[config.mk]
export PLATFORM = sky130hd
export DESIGN_NAME = uart_fifo
export DESIGN_NICKNAME = d
export VERILOG_FILES = /design/src/rtl/uart_fifo.sv
export SDC_FILE = /design/constraint.sdc
export NUM_CORES = 1
export LEC_CHECK = 0
export CAP_MARGIN = 30
export CORE_MARGIN = 5
export CORE_UTILIZATION = 42
export DETAILED_ROUTE_END_ITERATION = 6
export PLACE_DENSITY = 0.69
export SLEW_MARGIN = 10
export SYNTH_ARGS = -nofsm -noshare
export SYNTH_HDL_FRONTEND = slang
export SYNTH_SLANG_ARGS = --single-unit
export TNS_END_PERCENT = 1
[constraint.sdc]
create_clock -name i_clk -period 7.8 [get_ports i_clk]
set_input_delay 0.78 -clock i_clk [delete_from_list [all_inputs] [get_ports i_clk]]
set_output_delay 0.78 -clock i_clk [all_outputs]
set_load 0.02 [all_outputs]
[src/rtl/uart_fifo.sv]
// rtl/uart_fifo.sv - full-duplex UART with run-time baud divisor, optional parity and TX/RX FIFOs
// First-word fall-through FIFO with registered full/empty; the top-level UART is uart_fifo.

module uart_fifo_buf #(
    parameter int WIDTH = 8,
    parameter int DEPTH = 16
) (
    input  logic             i_clk,
    input  logic             i_rst,
    input  logic             i_push,
    input  logic [WIDTH-1:0] i_data,
    input  logic             i_pop,
    output logic [WIDTH-1:0] o_data,
    output logic             o_full,
    output logic             o_empty
);
    localparam int AW = $clog2(DEPTH);

    logic [WIDTH-1:0] mem_q [DEPTH];
    logic [AW:0]      wr_q, wr_d, rd_q, rd_d;
    logic             full_q, empty_q;

    always_comb begin
        wr_d = wr_q + {{AW{1'b0}}, i_push};
        rd_d = rd_q + {{AW{1'b0}}, i_pop};
    end

    // Extra pointer MSB separates full from empty once the indices wrap.
    always_ff @(posedge i_clk) begin
        if (i_rst) begin
            wr_q    <= '0;
            rd_q    <= '0;
            full_q  <= 1'b0;
            empty_q <= 1'b1;
        end else begin
            wr_q    <= wr_d;
            rd_q    <= rd_d;
            full_q  <= (wr_d[AW] != rd_d[AW]) && (wr_d[AW-1:0] == rd_d[AW-1:0]);
            empty_q <= (wr_d == rd_d);
        end
    end

    always_ff @(posedge i_clk) begin
        if (i_push) mem_q[wr_q[AW-1:0]] <= i_data;
    end

    assign o_data  = mem_q[rd_q[AW-1:0]];
    assign o_full  = full_q;
    assign o_empty = empty_q;
endmodule

module uart_fifo #(
    parameter int WIDTH_DATA = 8,
    parameter int NB_STOP    = 1,
    parameter int PARITY     = 0,
    parameter int DEPTH      = 16,
    parameter int WIDTH_DIV  = 16
) (
    input  logic                  i_clk,
    input  logic                  i_rst,
    input  logic [WIDTH_DIV-1:0]  i_div,
    input  logic                  i_rx,
    output logic                  o_tx,
    input  logic                  i_we,
    input  logic [WIDTH_DATA-1:0] i_data,
    output logic                  o_full,
    output logic                  o_mty,
    input  logic                  i_re,
    output logic [WIDTH_DATA-1:0] o_data,
    output logic                  o_rdy,
    output logic                  o_perr,
    output logic                  o_ferr,
    output logic                  o_ovf,
    input  logic                  i_clr_ovf
);
    localparam logic       PAR_ODD   = (PARITY == 1);
    localparam logic [3:0] LAST_BIT  = 4'(WIDTH_DATA - 1);
    localparam logic       LAST_STOP = (NB_STOP == 2);

    typedef enum logic [2:0] {S_IDLE, S_START, S_DATA, S_PAR, S_STOP} state_t;

    logic [WIDTH_DIV-1:0] div_eff;
    assign div_eff = (i_div < WIDTH_DIV'(4)) ? WIDTH_DIV'(4) : i_div;

    state_t                tx_state_q;
    logic [WIDTH_DIV-1:0]  tx_div_q, tx_cnt_q;
    logic [WIDTH_DATA-1:0] tx_sh_q, tx_head;
    logic [3:0]            tx_bit_q;
    logic                  tx_stop_q, tx_par_q, tx_q;
    logic                  tx_push, tx_pop, tx_full, tx_empty, tx_last;

    assign tx_push = i_we && !tx_full;
    assign tx_last = (tx_state_q == S_STOP) && (tx_cnt_q == '0) && (tx_stop_q == LAST_STOP);
    assign tx_pop  = !tx_empty && ((tx_state_q == S_IDLE) || tx_last);

    uart_fifo_buf #(.WIDTH(WIDTH_DATA), .DEPTH(DEPTH)) u_tx_fifo (
        .i_clk(i_clk), .i_rst(i_rst), .i_push(tx_push), .i_data(i_data),
        .i_pop(tx_pop), .o_data(tx_head), .o_full(tx_full), .o_empty(tx_empty)
    );

    // A pop starts a frame from IDLE or straight out of the last stop bit.
    always_ff @(posedge i_clk) begin
        if (i_rst) begin
            tx_state_q <= S_IDLE;
            tx_q       <= 1'b1;
            tx_div_q   <= '0;
            tx_cnt_q   <= '0;
            tx_sh_q    <= '0;
            tx_bit_q   <= '0;
            tx_stop_q  <= 1'b0;
            tx_par_q   <= 1'b0;
        end else if (tx_pop) begin
            tx_state_q <= S_START;
            tx_q       <= 1'b0;
            tx_div_q   <= div_eff;
            tx_cnt_q   <= div_eff - 1'b1;
            tx_sh_q    <= tx_head;
            tx_par_q   <= (^tx_head) ^ PAR_ODD;
        end else if (tx_state_q != S_IDLE && tx_cnt_q != '0) begin
            tx_cnt_q <= tx_cnt_q - 1'b1;
        end else begin
            tx_cnt_q <= tx_div_q - 1'b1;
            case (tx_state_q)
                S_START: begin
                    tx_state_q <= S_DATA;
                    tx_q       <= tx_sh_q[0];
                    tx_sh_q    <= tx_sh_q >> 1;
                    tx_bit_q   <= '0;
                end
                S_DATA: begin
                    if (tx_bit_q == LAST_BIT) begin
                        tx_stop_q <= 1'b0;
                        if (PARITY != 0) begin
                            tx_state_q <= S_PAR;
                            tx_q       <= tx_par_q;
                        end else begin
                            tx_state_q <= S_STOP;
                            tx_q       <= 1'b1;
                        end
                    end else begin
                        tx_q     <= tx_sh_q[0];
                        tx_sh_q  <= tx_sh_q >> 1;
                        tx_bit_q <= tx_bit_q + 1'b1;
                    end
                end
                S_PAR: begin
                    tx_state_q <= S_STOP;
                    tx_q       <= 1'b1;
                    tx_stop_q  <= 1'b0;
                end
                S_STOP: begin
                    if (tx_stop_q == LAST_STOP) tx_state_q <= S_IDLE;
                    else                        tx_stop_q  <= 1'b1;
                end
                default: begin
                    tx_state_q <= S_IDLE;
                    tx_q       <= 1'b1;
                end
            endcase
        end
    end

    state_t                  rx_state_q;
    logic                    rx_s1_q, rx_s2_q, rx_prev_q;
    logic [WIDTH_DIV-1:0]    rx_div_q, rx_cnt_q;
    logic [WIDTH_DATA-1:0]   rx_sh_q;
    logic [3:0]              rx_bit_q;
    logic                    rx_stop_q, rx_perr_q, rx_ferr_q, rx_ovf_q;
    logic                    rx_push, rx_pop, rx_wr, rx_full, rx_empty;
    logic [WIDTH_DATA+1:0]   rx_word, rx_head;

    assign rx_push = (rx_state_q == S_STOP) && (rx_cnt_q == '0) && (rx_stop_q == LAST_STOP);
    assign rx_word = {rx_sh_q, rx_perr_q, rx_ferr_q | !rx_s2_q};
    assign rx_pop  = i_re && !rx_empty;
    assign rx_wr   = rx_push && (!rx_full || rx_pop);

    uart_fifo_buf #(.WIDTH(WIDTH_DATA + 2), .DEPTH(DEPTH)) u_rx_fifo (
        .i_clk(i_clk), .i_rst(i_rst), .i_push(rx_wr), .i_data(rx_word),
        .i_pop(rx_pop), .o_data(rx_head), .o_full(rx_full), .o_empty(rx_empty)
    );

    always_ff @(posedge i_clk) begin
        if (i_rst) begin
            rx_s1_q    <= 1'b1;
            rx_s2_q    <= 1'b1;
            rx_prev_q  <= 1'b1;
            rx_state_q <= S_IDLE;
            rx_div_q   <= '0;
            rx_cnt_q   <= '0;
            rx_sh_q    <= '0;
            rx_bit_q   <= '0;
            rx_stop_q  <= 1'b0;
            rx_perr_q  <= 1'b0;
            rx_ferr_q  <= 1'b0;
            rx_ovf_q   <= 1'b0;
        end else begin
            rx_s1_q   <= i_rx;
            rx_s2_q   <= rx_s1_q;
            rx_prev_q <= rx_s2_q;
            if (rx_push && rx_full && !rx_pop) rx_ovf_q <= 1'b1;
            else if (i_clr_ovf)                rx_ovf_q <= 1'b0;

            if (rx_state_q == S_IDLE) begin
                if (rx_prev_q && !rx_s2_q) begin
                    rx_state_q <= S_START;
                    rx_div_q   <= div_eff;
                    rx_cnt_q   <= (div_eff >> 1) - 1'b1;
                end
            end else if (rx_cnt_q != '0) begin
                rx_cnt_q <= rx_cnt_q - 1'b1;
            end else begin
                rx_cnt_q <= rx_div_q - 1'b1;
                case (rx_state_q)
                    S_START: begin
                        if (rx_s2_q) begin
                            rx_state_q <= S_IDLE;
                        end else begin
                            rx_state_q <= S_DATA;
                            rx_bit_q   <= '0;
                            rx_perr_q  <= 1'b0;
                            rx_ferr_q  <= 1'b0;
                        end
                    end
                    S_DATA: begin
                        rx_sh_q <= {rx_s2_q, rx_sh_q[WIDTH_DATA-1:1]};
                        if (rx_bit_q == LAST_BIT) begin
                            rx_stop_q  <= 1'b0;
                            rx_state_q <= (PARITY != 0) ? S_PAR : S_STOP;
                        end else begin
                            rx_bit_q <= rx_bit_q + 1'b1;
                        end
                    end
                    S_PAR: begin
                        rx_perr_q  <= rx_s2_q ^ (^rx_sh_q) ^ PAR_ODD;
                        rx_state_q <= S_STOP;
                        rx_stop_q  <= 1'b0;
                    end
                    S_STOP: begin
                        if (!rx_s2_q) rx_ferr_q <= 1'b1;
                        if (rx_stop_q == LAST_STOP) rx_state_q <= S_IDLE;
                        else                        rx_stop_q  <= 1'b1;
                    end
                    default: rx_state_q <= S_IDLE;
                endcase
            end
        end
    end

    assign o_tx   = tx_q;
    assign o_full = tx_full;
    assign o_mty  = tx_empty && (tx_state_q == S_IDLE);
    assign o_rdy  = !rx_empty;
    assign o_data = o_rdy ? rx_head[WIDTH_DATA+1:2] : '0;
    assign o_perr = o_rdy & rx_head[1];
    assign o_ferr = o_rdy & rx_head[0];
    assign o_ovf  = rx_ovf_q;
endmodule

=== After elaboration in Yosys (flattened, before gate mapping) ===
Memories as Yosys holds them, arrays and structs flattened. A register that Yosys moved wholly into a read port is not among the register bits.
Cells that the tools add are included.

* Bitwise gates (word level): 10
* Magnitude comparators: 1
* Reduce and logical (&&, ||, !) cells: 53
* Equal/unequal tests: 32
* Multiplexer cells: 50
* Add/sub/neg operators: 12

{| class="wikitable"
|+ Operators with widths
! kind !! count
|-
| $mux 16 || 6
|-
| $sub 16x1->16 const B || 5
|-
| $logic_not 16->1 || 2
|-
| $mux 8 || 4
|-
| $reduce_bool 16->1 || 2
|-
| $pmux 3 s4 || 2
|-
| $mux 3 || 7
|-
| $add 5x1->5 || 4
|-
| $mux 4 || 5
|-
| $reduce_and 4->1 || 5
|-
| $mux 1 || 17
|-
| $lt 16x3->1 const B || 1
|-
| $ne 2x2->1 const B || 8
|-
| $pmux 4 s2 || 2
|-
| $pmux 8 s2 || 1
|-
| $sub 15x1->16 const B || 1
|-
| $logic_and 1x1->1 || 15
|-
| $eq 3x2->1 const B || 4
|-
| $ne 3x2->1 const B || 4
|-
| $reduce_and 3->1 || 4
|-
| $reduce_bool 3->1 || 4
|-
| $eq 5x5->1 || 2
|-
| $reduce_and 5->1 || 2
|-
| $reduce_bool 2->1 || 5
|-
| other kinds (21) || 46
|}

* Bits in registers: 127
* Memory bits (writable): 288
* Bits of input ports: 30
* Logic and storage cells: 188
* Memories: 2
* Output and inout port bits: 15

{| class="wikitable"
|+ Memories
! name !! depth !! width !! read ports !! clocked after memory_dff !! write ports !! line !! source
|-
| u_rx_fifo.mem_q || 16 || 10 || 1 || 1 || 1 || 19 || <nowiki>logic [WIDTH-1:0] mem_q [DEPTH];</nowiki>
|-
| u_tx_fifo.mem_q || 16 || 8 || 1 || 1 || 1 || 19 ||
|}

=== Depth between registers and ports, before layout ===
Gate-level depths: netlist (run 1).

* Depth after elaboration: 8
* Mapped depth: 14
* Gate-level depth less buffers: 12

=== Modules after synthesis ===
A second synthesis (run 1) with hierarchy kept.

* Cell total of the unflattened synthesis: 1281
* Area total of the unflattened synthesis: 17380.4 µm²

{| class="wikitable"
|+ Modules (own cells, without submodules)
! module !! cells each !! seq. area each (µm²) !! area each (µm²) !! times used
|-
| uart_fifo_buf (u_rx_fifo) || 321 || 5044.8 || 6628.9 || 1
|-
| uart_fifo_buf (u_tx_fifo) || 273 || 4083.9 || 5441.5 || 1
|-
| uart_fifo || 687 || 2021.9 || 5310.1 || 1
|}

=== Worst setup path before layout (run 1) ===
Ideal clock, no wire load.

* Path kind: register -> register
* Start: register rx_cnt_q[15]
* End: memory u_rx_fifo.mem_q[0][0] (netlist name) (enable)
* Data arrival time: 2978 ps
* Clock period less this slack: 3368 ps
* Stages on the path, launching flop included: 9
* Setup time: 390 ps
* Setup slack: 4432 ps
* Path through: dfxtp_1 -> nor4_1 -> and4_1 -> buf_2 -> nand2_1 -> nor4b_1 -> a21boi_1 -> or3b_2 -> nor3_1

* Cells in the longest elaborated chain, start to end: 6

{| class="wikitable"
|+ Ends and longest elaborated chain
! what !! line !! source
|-
| start: declaration || 165 || <nowiki>logic [WIDTH_DIV-1:0] rx_div_q, rx_cnt_q;</nowiki>
|-
| start signal: assignment || 207 || <nowiki>rx_cnt_q <= (div_eff >> 1) - 1'b1;</nowiki>
|-
| start signal: assignment || 210 || <nowiki>rx_cnt_q <= rx_cnt_q - 1'b1;</nowiki>
|-
| start signal: assignment || 212 || <nowiki>rx_cnt_q <= rx_div_q - 1'b1;</nowiki>
|-
| $logic_not 16->1 || 172 || <nowiki>assign rx_push = (rx_state_q == S_STOP) && (rx_cnt_q == '0) && (rx_stop_q == LAST_STOP);</nowiki>
|-
| $logic_and 1x1->1 (2 in series) || 172 ||
|-
| $logic_and 1x1->1 || 175 || <nowiki>assign rx_wr = rx_push && (!rx_full || rx_pop);</nowiki>
|-
| $mux 1 || 44 || <nowiki>if (i_push) mem_q[wr_q[AW-1:0]] <= i_data;</nowiki>
|-
| $mux 1 (implied by the code) || 44 ||
|-
| end: declaration || 19 ||
|}

No other way between the ends.

==> run summary, run 1 <==
Filler cell count - 3,449
Max-slew violation count - 0
Synth Instances - 1,217
Num CTS Buffers - 43
Hold Crit Class - reg -> reg
Crit path DAT - 3.38 ns
Status - finished clean
Vias - 10.15k
Max stage delay on crit path - 0.65 ns
Final net count - 1,313
Total power - 5.408 mW
FF/Latch Area - 11,150 um2
Core Region - 40,550 um2
Crit path time final - 4.156 ns
I/O pins - 45
DRT Wirelength - 35,920 um
WHS Endpoint - rx_s2_q
Cell Rows - 74
Antenna violations before repair - 1
Area of the multi-input gates - 5644 um2
Final core utilization - 48.16%
Hold path start - rx_s1_q
Kind of critical path - reg -> out
Detailed-router iteration count before antenna repair - 5
Antenna cells - 0
Largest net degree at the start of global routing - 67
Yosys warns - 0
Drt drc - 0
Root buffer cell - clkbuf_16
Reg2reg start - rx_cnt_q[11]
Most common cell on crit path - mux4_2
Post-CTS Setup Bufs - 0
Final number of hold-violating endpoints - 0
Number of max-cap violations - 0
Synth cell types - 57
TritonCTS clock tree - built
CTS sink cnt - 413
Main synth FF type - edfxtp_1
Worst vdd ir - 0.1771 mV
Die height - 211.7 um
Total grt overflow - 0
Cells on worst reg2reg path - 7
Hold-critical path depth - 1
Mapped Avg Cell Area - 14.04 um2
Die width - 211.7 um
Initial DRC Count - 723
Vias in the first global route - 10.21k
CP max stage cell - mux4_2
Most common cell in the netlist - edfxtp_1
Endpoints failing setup - 0
First-pass GRT wire length - 57,080 um
Worst R2R End - u_rx_fifo.mem_q[1][1]
EDFF count, synth - 288
Crit path capture type - output pin
Worst Max-Slew Pin Slew - 0.9203 ns
R2R Setup Slk - 3.92 ns
Top-area cell type share of the netlist area - 50.60%
Maximum fanout along the worst path - 41
Pre-CTS WS - 4.003 ns
RSZ-0062 raised after global routing - no
HPWL Detailed - 23,240 um
Cell leakage power - 6.334 nW
Gates resized, CTS repair - 0
Gp weighted congestion - 0.8453
Mapped cell area - 17,090 um2
CP startpoint kind - flip-flop
Post-CTS Hold Fix Bufs - 0
Seq cells post-synth - 413
Layout cell share with drive strength beyond 1 - 15.34%
Maximum clock path buffer count - 3
Total Routing Usage GR - 16.04%
Htree depth - 2
Via/cell ratio - 5.530
WP data required - 7.02 ns
Post-synthesis sequential area ratio - 65.25%
Reg clk slew, reported paths - 0.06 ns
I/O Buffers - 44
Slew HR - 38.42%
Syn-to-layout area delta - 14.29%
Top cells by area, synth - edfxtp_1, dfxtp_1, mux4_2, nor2_1, nand2_1
Period utilization - 53.28%
Final instance area - 19,530 um2
Setup slack after layout - 3.644 ns
Cells along the critical path - buf_4 -> mux4_2 -> mux4_2 -> and2_1 -> clkdlybuf4s50_1
Commonest cells in the netlist - edfxtp_1, nor2_1, dfxtp_1
Clock latency on the worst-skew pair - 0.56 ns
Fmax - 240.6 MHz
Starting Density - 42.14%
Full die area - 44,830 um2
Pwr/cell area - 276.9 nW/um2
Worst Skew - 0.01483 ns
DP Area - 18,150 um2
Syn Nets - 1,259
Setup TNS Final - 0 ns
Leading area contributor after synthesis - edfxtp_1
ANT nets after route - 0
Detailed-route wire length per cell - 19.56 um
Asr flop ratio synth - 0%
through the flow:
stage                     cells  hold WS, ns
final                      1836       0.4089
after global routing       1836       0.4227
after CTS                  1832       0.4115
after detailed placement   1754       0.3975
after global placement     1747       0.3968
after floorplan            1217       0.3895
critical path: cells and delay by family, from the launching register on:
| kind | cells | cell delay [ns] |
|---|---|---|
| buffers and inverters | 2 | 1.16 |
| multiplexers | 2 | 1.13 |
| flip-flops | 1 | 0.31 |
| AND/OR/NAND/NOR | 1 | 0.17 |
layout make-up:
cell class                 instances  share of cell area, %
clock buffer                      52                  5.791
sequential                       413                  57.11
tap                              532                  3.408
inverter                          12                 0.2306
clock inverter                    26                  1.108
timing repair buffer              72                  3.459
multi-input combinational        729                  28.90
layer usage:
metal,up-vias,track usage [%],wire (um)
li1,4763,-,-
met1,5078,21.56,15540
met2,253,26.88,17940
met3,59,2.816,1660
met4,0,4.887,773
met5,-,0,0
sequential cells by signal, summed over array words and instances, names as in the netlist, 5 cells and up:
signal / flops
u_rx_fifo.mem_q: 160
u_tx_fifo.mem_q: 128
rx_cnt_q: 16
rx_div_q: 16
tx_cnt_q: 16
tx_div_q: 16
rx_sh_q: 8
tx_sh_q: 8
u_rx_fifo.rd_q: 5
u_rx_fifo.wr_q: 5
u_tx_fifo.rd_q: 5
u_tx_fifo.wr_q: 5
how the worst max path moves through the flow:
stage,from,endpoint,slack [ns],depth (start not counted)
2_1_floorplan,rx_cnt_q[15],u_rx_fifo.mem_q[0][0],4.43,8
3_3_place_gp,rx_cnt_q[15],u_rx_fifo.mem_q[1][4],4.09,7
3_5_place_dp,rx_cnt_q[11],u_rx_fifo.mem_q[1][7],4.00,7
4_1_cts,u_rx_fifo.rd_q[0],o_data[5],3.58,5
5_1_grt,u_rx_fifo.rd_q[0],o_data[5],3.44,5
6_report,u_rx_fifo.rd_q[0],o_data[5],3.64,5
cells by family after synthesis:
logic type               Yosys count  synth area share (%)
multiplexers                      98                 12.33
adder cells (fa/ha/maj)           12                0.8785
AND/OR/NAND/NOR                  383                 10.43
flip-flops                       413                 65.25
XOR/XNOR                          51                 2.614
AO/OA/AOI/OAI                    185                 6.750
buffers and inverters             75                 1.757
report_power, final:
| part | total (mW) | internal (mW) | switching (mW) |
|---|---|---|---|
| registers | 2.51 | 2.43 | 0.0752 |
| clock network | 1.94 | 1.11 | 0.832 |
| logic | 0.960 | 0.414 | 0.547 |
cells in the final DEF (no fill, tap or decap), types with 4 or more instances in the layout:
cell,Yosys,final
a21oi_1,72,72
nand3b_1,4,4
o21ai_0,36,36
o211ai_1,5,5
buf_6,2,4
nand3_1,21,21
buf_4,0,24
a22oi_1,11,11
a311oi_1,8,8
dfxtp_1,125,122
clkbuf_16,0,43
clkbuf_1,44,6
nor2_1,137,137
clkinv_2,0,6
or3_1,10,10
mux2i_1,8,8
and2_1,15,15
nand2b_1,9,9
a211oi_1,11,11
mux4_2,90,90
edfxtp_1,288,288
nor2b_1,11,11
nand2_1,98,98
nor3_1,30,29
ha_1,12,12
nor4_1,20,20
nand4_1,9,9
clkinv_1,0,11
clkdlybuf4s50_1,0,43
xnor2_1,33,33
a31o_2,7,7
a31oi_1,7,7
xor2_1,18,18
inv_1,12,12
No activity file was read; power rests on OpenSTA's default activity.
==> run 2: changes to the inputs <==
--- a/config.mk
+++ b/config.mk
@@ -9,7 +9,7 @@
 export CORE_MARGIN = 5
 export CORE_UTILIZATION = 42
 export DETAILED_ROUTE_END_ITERATION = 6
-export PLACE_DENSITY = 0.69
+export PLACE_DENSITY = 0.71
 export SLEW_MARGIN = 10
 export SYNTH_ARGS = -nofsm -noshare
 export SYNTH_HDL_FRONTEND = slang
==> constraint.sdc (replaced) <==
create_clock -name i_clk -period 3.6 [get_ports i_clk]
set_input_delay 0.36 -clock i_clk [delete_from_list [all_inputs] [get_ports i_clk]]
set_output_delay 0.36 -clock i_clk [all_outputs]
set_load 0.02 [all_outputs]
==> run summary, run 2 (same netlist as run 1, synthesis figures left out) <==
Fin Hold WS - 0.2500 ns (-0.1589 ns)
Full die area - 44,830 um2 (unchanged)
Pwr/cell area - 608.2 nW/um2 (+120%)
Setup slack after layout - 0.1600 ns (-3.484 ns)
RSZ-0062 raised after global routing - no
CP max stage cell - mux4_2
Cell Rows - 74 (unchanged)
Max-slew violation count - 0 (unchanged)
Largest net degree at the start of global routing - 68 (+1.5%)
Initial DRC Count - 984 (+36%)
Die width - 211.7 um (unchanged)
Status - finished clean
I/O Buffers - 44 (unchanged)
Reg clk slew, reported paths - 0.06 ns (about the same)
Starting Density - 42.14% (unchanged)
Clock power share - 36.6% (+0.7 points)
Final number of hold-violating endpoints - 0 (unchanged)
Hold-critical path depth - 2 (+1)
Clock latency on the worst-skew pair - 0.57 ns (about the same)
Gates resized, CTS repair - 0 (unchanged)
Htree depth - 2 (unchanged)
Kind of critical path - reg -> out
DP Area - 18,330 um2 (+0.95%)
Layout cell share with drive strength beyond 1 - 16.84% (+1.5 points)
Worst R2R End - u_rx_fifo.mem_q[0][1]
Slew HR - 42.76% (+4.3 points)
Post-CTS Hold Fix Bufs - 0 (unchanged)
DRT Wirelength - 35,900 um (about the same)
Delay-heaviest family, CP - multiplexers
CP startpoint kind - flip-flop
Number of flip-flops in the largest register - 160 (unchanged)
Total grt overflow - 0 (unchanged)
Drt drc - 0 (unchanged)
Number of max-cap violations - 0 (unchanged)
Sequential share of power - 45.8% (-0.6 points)
First-pass GRT wire length - 57,300 um (+0.39%)
Detailed-router iteration count before antenna repair - 5 (unchanged)
Max stage delay on crit path - 0.61 ns (-0.04 ns)
Final instance area - 19,740 um2 (+1.1%)
Cells on worst reg2reg path - 8 (+1)
Antenna cells - 0 (unchanged)
Vias in the first global route - 10.31k (+0.92%)
Cell leakage power - 6.462 nW (+2.0%)
Detailed-route wire length per cell - 19.34 um (-1.1%)
Endpoints failing setup - 0 (unchanged)
Combinational share of power - 17.7% (about the same)
Antenna violations before repair - 1 (unchanged)
HPWL Detailed - 23,970 um (+3.1%)
Worst Path Buf+Inv - 2 (unchanged)
Fmax - 290.7 MHz
Worst vdd ir - 0.5389 mV (+200%)
Post-CTS Setup Bufs - 0 (unchanged)
Maximum clock path buffer count - 3 (unchanged)
Worst Max-Slew Pin Slew - 0.8554 ns (-0.06488 ns)
Maximum fanout along the worst path - 21 (-49%)
Hold Crit Class - in -> reg
Num CTS Buffers - 43 (unchanged)
Period utilization - 95.56%
Core Region - 40,550 um2 (unchanged)
Vias - 10.32k (+1.7%)
ANT nets after route - 0 (unchanged)
Gp weighted congestion - 0.8847 (+4.7%)
Cells along the critical path - buf_4 -> mux4_2 -> mux4_2 -> and2_1 -> clkdlybuf4s50_1
Pre-CTS WS - 0.3024 ns (-3.701 ns)
P_int - 8.831 mW (+120%)
Setup TNS Final - 0 ns (unchanged)
WHS Endpoint - tx_cnt_q[1]
Die height - 211.7 um (unchanged)
Placed Cells - 1,779 (+1.4%)
Commonest non-fill, non-tap cell in the layout - edfxtp_1
Crit path time final - 3.440 ns
Crit path capture type - output pin
Non-Filler Instances - 1,856 (+1.1%)
Reg2reg start - rx_cnt_q[11]
Crit path DAT - 3.08 ns (-0.30 ns)
R2R Setup Slk - 0.37 ns (-3.55 ns)
Syn-to-layout area delta - 15.49%
Most common cell on crit path - mux4_2
CTS sink cnt - 413 (unchanged)
WP data required - 3.24 ns (-3.78 ns)
Final net count - 1,334 (+1.6%)
Net switching fraction of the power - 26.44% (-0.44 points)
Hold path start - i_rst
Commonest non-fill, non-tap cells in the layout - edfxtp_1, nor2_1, dfxtp_1
Worst Skew - 0.01965 ns (+0.004819 ns)
I/O pins - 45 (unchanged)
TritonCTS clock tree - built
Total power - 12.01 mW (+120%)
Total Routing Usage GR - 16.13% (+0.095 points)
P_sw - 3.174 mW (+120%)
Final core utilization - 48.67% (+0.51 points)
Root buffer cell - clkbuf_16
Via/cell ratio - 5.561 (+0.56%)
run 2: power groups by stage:
stage               logic (mW)  clock network (mW)  registers [mW]
floorplan                 1.62                   0            5.48
global placement          2.06                   0            5.58
detailed placement        2.08                   0            5.59
CTS                       2.11                4.49            5.49
global route              2.34                4.69            5.52
finish                    2.12                4.39            5.49
run 2: worst reg2reg max path, cell delays in order (launching register included):
cell and delay [ns]:
dfxtp_1 0.33, nor4_1 0.46, and4_1 0.29, nand2_1 0.14, nor4b_1 0.42, a21boi_1 0.39, or3b_2 0.53, nor3_1 0.15
buf_4 0.23
run 2: how the worst max path moves through the flow:
stage | from | to | cells after the start
global placement | i_div[4] | rx_cnt_q[14] | 11
detailed placement | i_div[4] | rx_cnt_q[12] | 11
floorplan | rx_cnt_q[15] | u_rx_fifo.mem_q[0][0] | 8
finish | u_rx_fifo.rd_q[0] | o_ferr | 5
global route | u_rx_fifo.rd_q[0] | o_ferr | 5
CTS | u_rx_fifo.rd_q[0] | o_ferr | 5
run 2: routing by layer:
| metal | part of all wire [%] | vias up | track usage (%) | wire (um) |
|---|---|---|---|---|
| met5 | 0 | - | 0 | 0 |
| met4 | 2.7 | 0 | 5.553 | 984 |
| met3 | 4.7 | 73 | 2.756 | 1692 |
| met2 | 50 | 306 | 27.01 | 17850 |
| met1 | 43 | 5136 | 21.49 | 15370 |
| li1 | - | 4806 | - | - |
run 2: final cells by class:
class / count / area (um2)
well taps: 532 / 665.6
multi-input cells: 729 / 5644
fillers: 3451 / 20820
clock inverters: 22 / 225.2
repair buffers: 93 / 818.3
flip-flops and latches: 413 / 11150
clock buffers: 55 / 1185
inverters: 12 / 45.04
